**src/rtl/key_action_ctrl.sv**
```systemverilog
// Frame-synchronous HID keycode to per-player action controller.
// Produces last-pressed-wins move levels and a cooldown-gated one-clock attack pulse.
module key_action_ctrl #(
  parameter int                          NUM_SLOTS       = 6,
  parameter int                          NUM_PLAYERS     = 2,
  parameter logic [24*NUM_PLAYERS-1:0]   KEYMAP          = 48'h82_79_80_1A_07_04,
  parameter int                          ATTACK_COOLDOWN = 30
) (
  input  logic                     Clk,
  input  logic                     Reset_n,
  input  logic                     frame_tick,
  input  logic [8*NUM_SLOTS-1:0]   keycodes,
  output logic [NUM_PLAYERS-1:0]   move_l,
  output logic [NUM_PLAYERS-1:0]   move_r,
  output logic [NUM_PLAYERS-1:0]   attack,
  output logic [NUM_PLAYERS-1:0]   attack_ready
);

  localparam int CW = $clog2(ATTACK_COOLDOWN + 1);

  typedef enum logic [1:0] {IDLE, LEFT, RIGHT} dirState_t;

  logic [NUM_PLAYERS-1:0] w_hitL, w_hitR, w_hitA;
  logic [NUM_PLAYERS-1:0] r_curL, r_curR, r_curA;

  // A zero map field disables that action, since empty report slots read as 8'h00.
  always_comb begin
    w_hitL = '0;
    w_hitR = '0;
    w_hitA = '0;
    for (int p = 0; p < NUM_PLAYERS; p++) begin
      for (int s = 0; s < NUM_SLOTS; s++) begin
        if ((KEYMAP[24*p +: 8] != 8'h00) && (keycodes[8*s +: 8] == KEYMAP[24*p +: 8]))
          w_hitL[p] = 1'b1;
        if ((KEYMAP[24*p+8 +: 8] != 8'h00) && (keycodes[8*s +: 8] == KEYMAP[24*p+8 +: 8]))
          w_hitR[p] = 1'b1;
        if ((KEYMAP[24*p+16 +: 8] != 8'h00) && (keycodes[8*s +: 8] == KEYMAP[24*p+16 +: 8]))
          w_hitA[p] = 1'b1;
      end
    end
  end

  always_ff @(posedge Clk or negedge Reset_n) begin
    if (!Reset_n) begin
      r_curL <= '0;
      r_curR <= '0;
      r_curA <= '0;
    end else if (frame_tick) begin
      r_curL <= w_hitL;
      r_curR <= w_hitR;
      r_curA <= w_hitA;
    end
  end

  genvar p;
  generate
    for (p = 0; p < NUM_PLAYERS; p++) begin : gPlayer
      dirState_t      r_state;
      dirState_t      w_stateNext;
      logic           r_moveL;
      logic           r_moveR;
      logic           r_attack;
      logic [CW-1:0]  r_cnt;
      logic           w_newL;
      logic           w_newR;
      logic           w_newA;

      assign w_newL = w_hitL[p] & ~r_curL[p];
      assign w_newR = w_hitR[p] & ~r_curR[p];
      assign w_newA = w_hitA[p] & ~r_curA[p];

      // Fresh presses win; on release fall back to the other key if it is still held.
      always_comb begin
        w_stateNext = r_state;
        if (frame_tick) begin
          if (w_newL && !w_newR)
            w_stateNext = LEFT;
          else if (w_newR && !w_newL)
            w_stateNext = RIGHT;
          else if (w_newL && w_newR)
            w_stateNext = IDLE;
          else if ((r_state == LEFT) && !w_hitL[p])
            w_stateNext = w_hitR[p] ? RIGHT : IDLE;
          else if ((r_state == RIGHT) && !w_hitR[p])
            w_stateNext = w_hitL[p] ? LEFT : IDLE;
        end
      end

      always_ff @(posedge Clk or negedge Reset_n) begin
        if (!Reset_n) begin
          r_state <= IDLE;
          r_moveL <= 1'b0;
          r_moveR <= 1'b0;
        end else begin
          r_state <= w_stateNext;
          r_moveL <= (w_stateNext == LEFT);
          r_moveR <= (w_stateNext == RIGHT);
        end
      end

      // Counter is tested before it decrements, so a press on the expiring frame is dropped.
      always_ff @(posedge Clk or negedge Reset_n) begin
        if (!Reset_n) begin
          r_cnt    <= '0;
          r_attack <= 1'b0;
        end else begin
          r_attack <= 1'b0;
          if (frame_tick) begin
            if (w_newA && (r_cnt == '0)) begin
              r_attack <= 1'b1;
              r_cnt    <= CW'(ATTACK_COOLDOWN);
            end else if (r_cnt != '0) begin
              r_cnt <= r_cnt - 1'b1;
            end
          end
        end
      end

      assign move_l[p]       = r_moveL;
      assign move_r[p]       = r_moveR;
      assign attack[p]       = r_attack;
      assign attack_ready[p] = (r_cnt == '0);
    end
  endgenerate

endmodule

```
**config.mk**
```make
export PLATFORM = sky130hd
export DESIGN_NAME = key_action_ctrl
export DESIGN_NICKNAME = d
export VERILOG_FILES = /design/src/rtl/key_action_ctrl.sv
export SDC_FILE = /design/constraint.sdc
export NUM_CORES = 1
export LEC_CHECK = 0
export ABC_AREA = 1
export BUFFER_PORTS_ARGS = -buffer_cell sky130_fd_sc_hd__buf_2
export CELL_PAD_IN_SITES_DETAIL_PLACEMENT = 1
export CELL_PAD_IN_SITES_GLOBAL_PLACEMENT = 1
export CORE_MARGIN = 2
export CORE_UTILIZATION = 33
export CTS_BUF_LIST = sky130_fd_sc_hd__clkbuf_16
export DETAILED_ROUTE_END_ITERATION = 8
export HOLD_SLACK_MARGIN = 0.15
export PLACE_DENSITY = 0.83
export SKIP_LAST_GASP = 1
export SYNTH_ARGS = -nofsm -noshare
export SYNTH_HDL_FRONTEND = slang
export SYNTH_SLANG_ARGS = --single-unit
```
**constraint.sdc**
```tcl
create_clock -name Clk -period 1.62 [get_ports Clk]
set_clock_uncertainty 0.2 [all_clocks]
set_input_delay 0.081 -clock Clk [delete_from_list [all_inputs] [get_ports Clk]]
set_output_delay 0.081 -clock Clk [all_outputs]
set_load 0.02 [all_outputs]
```
==> summary.txt <==
Floorplan
  – Initial Util: 0.337
  – Ports: just under 60
  – Chip height: 92.4 microns
  – CORE AREA: 7650 sq um
  – Cell row count: 32
  – Die W: 92.4 microns
  – Die area: 8530 sq um

Power and ir drop
  – Max IR drop VDD: ~0.47 mV
  – P_leak: about 1.9 nW
  – Power density cells: 998 nW/um^2

Route
  – Final ANT Viol Nets: 0
  – Drt total wl: slightly below 9000 microns
  – Initial drt markers: 96
  – Drt via density: around 4.8
  – WL per Instance: 14.0 microns
  – Vias after detailed routing: 3,040
  – Drt drc: 0
  – 1st-pass router iterations: 4

Place
  – RD Place Congestion: 0.844
  – Dpl hpwl: roughly 6400 microns
  – PortBufs: 58
  – Area after DPL: 3030 sq um

Cells and area
  – Post-route core utilization: 0.444
  – Share of layout cells above drive strength 1: 0.312
  – Fin area: 3390 sq um
  – Area Overhead vs Synth: 31.6%
  – Antenna cells: 0
  – Register Area: 651 sq um
  – Commonest non-fill, non-tap cell in the layout: nand2_1
  – # fillers: 1,080
  – Area of the multi-input gates: 1680 sq um
  – Most frequent cells in the layout: 124 x nand2_1, 86 x nor2_1, 70 x inv_1
  – Nets: roughly 600

Critical path
  – Top delay family on crit path: simple AND/OR/NAND/NOR gates
  – Slowest cell on the critical path: dfrtp_1
  – Crit path launch: gPlayer[1].r_cnt[0]
  – Reg-to-Reg Start: gPlayer[1].r_cnt[0]
  – Arr. time, crit path: 1.67 ns
  – CP Buf/Inv Count: 4
  – Crit path kind: flop to output pin
  – Critical-path cell list: inv_2, ha_4, inv_2, or2_1, nor2_1, inv_1, nor2_4, buf_6
  – Largest stage delay, worst path: 0.40 ns
  – Critical Path Most Common Cell: inv_2
  – Crit. End Element: output pin
  – Worst setup SP type: flop
  – Worst Path Required: 1.34 ns
  – Crit Path Max Fanout: 3

Timing
  – Final worst-path cycle share: 1.20
  – Max Fclk: 0.512 GHz
  – Slew Viols, Final: 0
  – Slew headroom: 0.583
  – Crit path setup slack, layout: -0.331 ns
  – Least-Margin Pin Slew: 0.625 ns
  – Setup TNS: -2.22 ns
  – Fin. Hold Viols: 0
  – Crit path time final: 1.95 ns
  – RSZ-0062 raised after global routing: yes
  – Setup violators final: 14

Synth
  – Post-synthesis register bit count: 26
  – Syn_area_per_cell: about 5.7 sq um
  – Syn Nets: ~510
  – Area fraction of the dominant cell type after synthesis: 0.252
  – Unique masters post-synth: 29
  – Synth warnings: 0
  – Mapped cell area: 2580 sq um
  – Cells after Synth: 452
  – Top cells by area, synth: dfrtp_1 25%, nand2_1 18%, nor2_1 13%, inv_1 12%, nand2_2 6.1%
  – Yosys top cell by area: dfrtp_1
  – Sequential fraction of the synthesis area: 0.252

Run status
  – Status: complete, but fails checks
  – Failing checks: setup timing

Run
  – Max_cap viols: 0

Clock tree
  – H-tree depth: 1
  – Clk slew on worst S/H paths: 0.08 ns
  – Num CTS Buffers: 3
  – Skew-Pair Late Insertion Delay: about 0.27 ns
  – Clock Tree Buf Depth: 2
  – Clock Tree Root: clkbuf_16
  – CTS tree: built
  – TritonCTS Sinks: 26

Global route
  – First-pass GRT wire length: approximately 13,000 microns
  – Total GRT Usage: 0.188
  – Total gr overflow: 0
  – Vias in the first global route: 3,077
  – Largest net degree at the start of global routing: 27
  – Initial antenna violation count: 0

Min path
  – Worst hold path class: primary input to asynchronous set/reset pin
[state kept, by name (all words and copies together), names as in the netlist]
| signal | flops |
|---|---|
| gPlayer.r_cnt | 10 |
| gPlayer.r_state | 4 |
| gPlayer.r_attack | 2 |
| gPlayer.r_moveL | 2 |
| gPlayer.r_moveR | 2 |
| r_curA | 2 |
| r_curL | 2 |
| r_curR | 2 |
[cell families (layout without fill, tap and decap cells)]
group                    count (synthesis)  in the layout  synth area share
buffers and inverters                   93            176             0.148
flip-flops                              26             26             0.252
adder cells (fa/ha/maj)                  2              2           0.00971
XOR/XNOR                                 2              2           0.00680
AND/OR/NAND/NOR                        308            308             0.540
AO/OA/AOI/OAI                           21             21            0.0432
[stage by stage]
step,hold WS [ns],std cells,power [mW],setup WS [ns]
after detailed placement,-0.0710,613,2.19,-0.107
final,0.159,637,3.38,-0.331
after CTS,0.184,628,3.06,-0.222
after global routing,0.205,637,3.60,-0.424
after floorplan,-0.415,452,1.77,-0.0708
after global placement,-0.0798,613,2.10,-0.0136
[final timing paths]
kind	endpoint	slack (ns)	cells past startpoint
max	attack_ready[1]	-0.33	8
min	gPlayer[0].r_cnt[2]	0.16	2
max reg2reg	gPlayer[1].r_cnt[3]	-0.26	12
min reg2reg	r_curL[1]	0.30	2
max in group asynchronous	gPlayer[1].r_moveL	0.63	2
min in group Clk	r_curL[1]	0.21	6
[worst register-to-register path, stage by stage, from the launching register on]
cell and delay, ns:
dfrtp_1 0.40, inv_2 0.09, ha_4 0.13, inv_2 0.03, or2_1 0.22, nor2_1 0.13, inv_1 0.10, nor2_4 0.17
buf_6 0.13, nand3_4 0.05, nand2_1 0.06, nand3_1 0.06, nand2_1 0.06
[synthesized netlist by cell type, drive strengths merged]
master / number
and2: 1
and3: 1
o21ai: 12
inv: 84
nand3: 31
nand3b: 3
nand2: 152
o31ai: 1
nor2: 98
clkbuf: 1
or2: 1
xor2: 2
nand4: 6
dlymetal6s2s: 1
buf: 7
a21oi: 8
dfrtp: 26
nor3: 13
nor4: 1
nor3b: 1
ha: 2
[final cells by class]
class,count,area share
multi-input cells,333,0.495
flip-flops and latches,26,0.192
repair buffers,88,0.158
inverters,84,0.0941
well taps,102,0.0376
clock buffers,3,0.0221
clock inverters,1,0.00111
[where the power goes]
part / internal (mW) / total [mW] / switching [mW]
Combinational: 0.825 / 1.84 / 1.02
Clock: 0.332 / 0.579 / 0.247
Sequential: 0.814 / 0.961 / 0.147
Total: 1.97 / 3.38 / 1.41
[what timing repair did]
action | 4_1_cts | 5_1_grt
pin swaps | 6 | 5
hold endpoints to repair | 30 | 0
gates resized for setup | 20 | 20
hold buffers | 2 | 0
endpoints found under the setup margin | 12 | 16
gates cloned | 0 | 0
setup buffers | 9 | 9
[routing by layer]
layer / vias up / track usage / routed length [microns]
met1: 1433 / 0.229 / 3870
met2: 66 / 0.358 / 4610
li1: 1523 / - / -
met3: 18 / 0.0187 / 239
met4: 0 / 0.0323 / 189
met5: - / 0 / 0
Power figures use the tool's default switching activity.
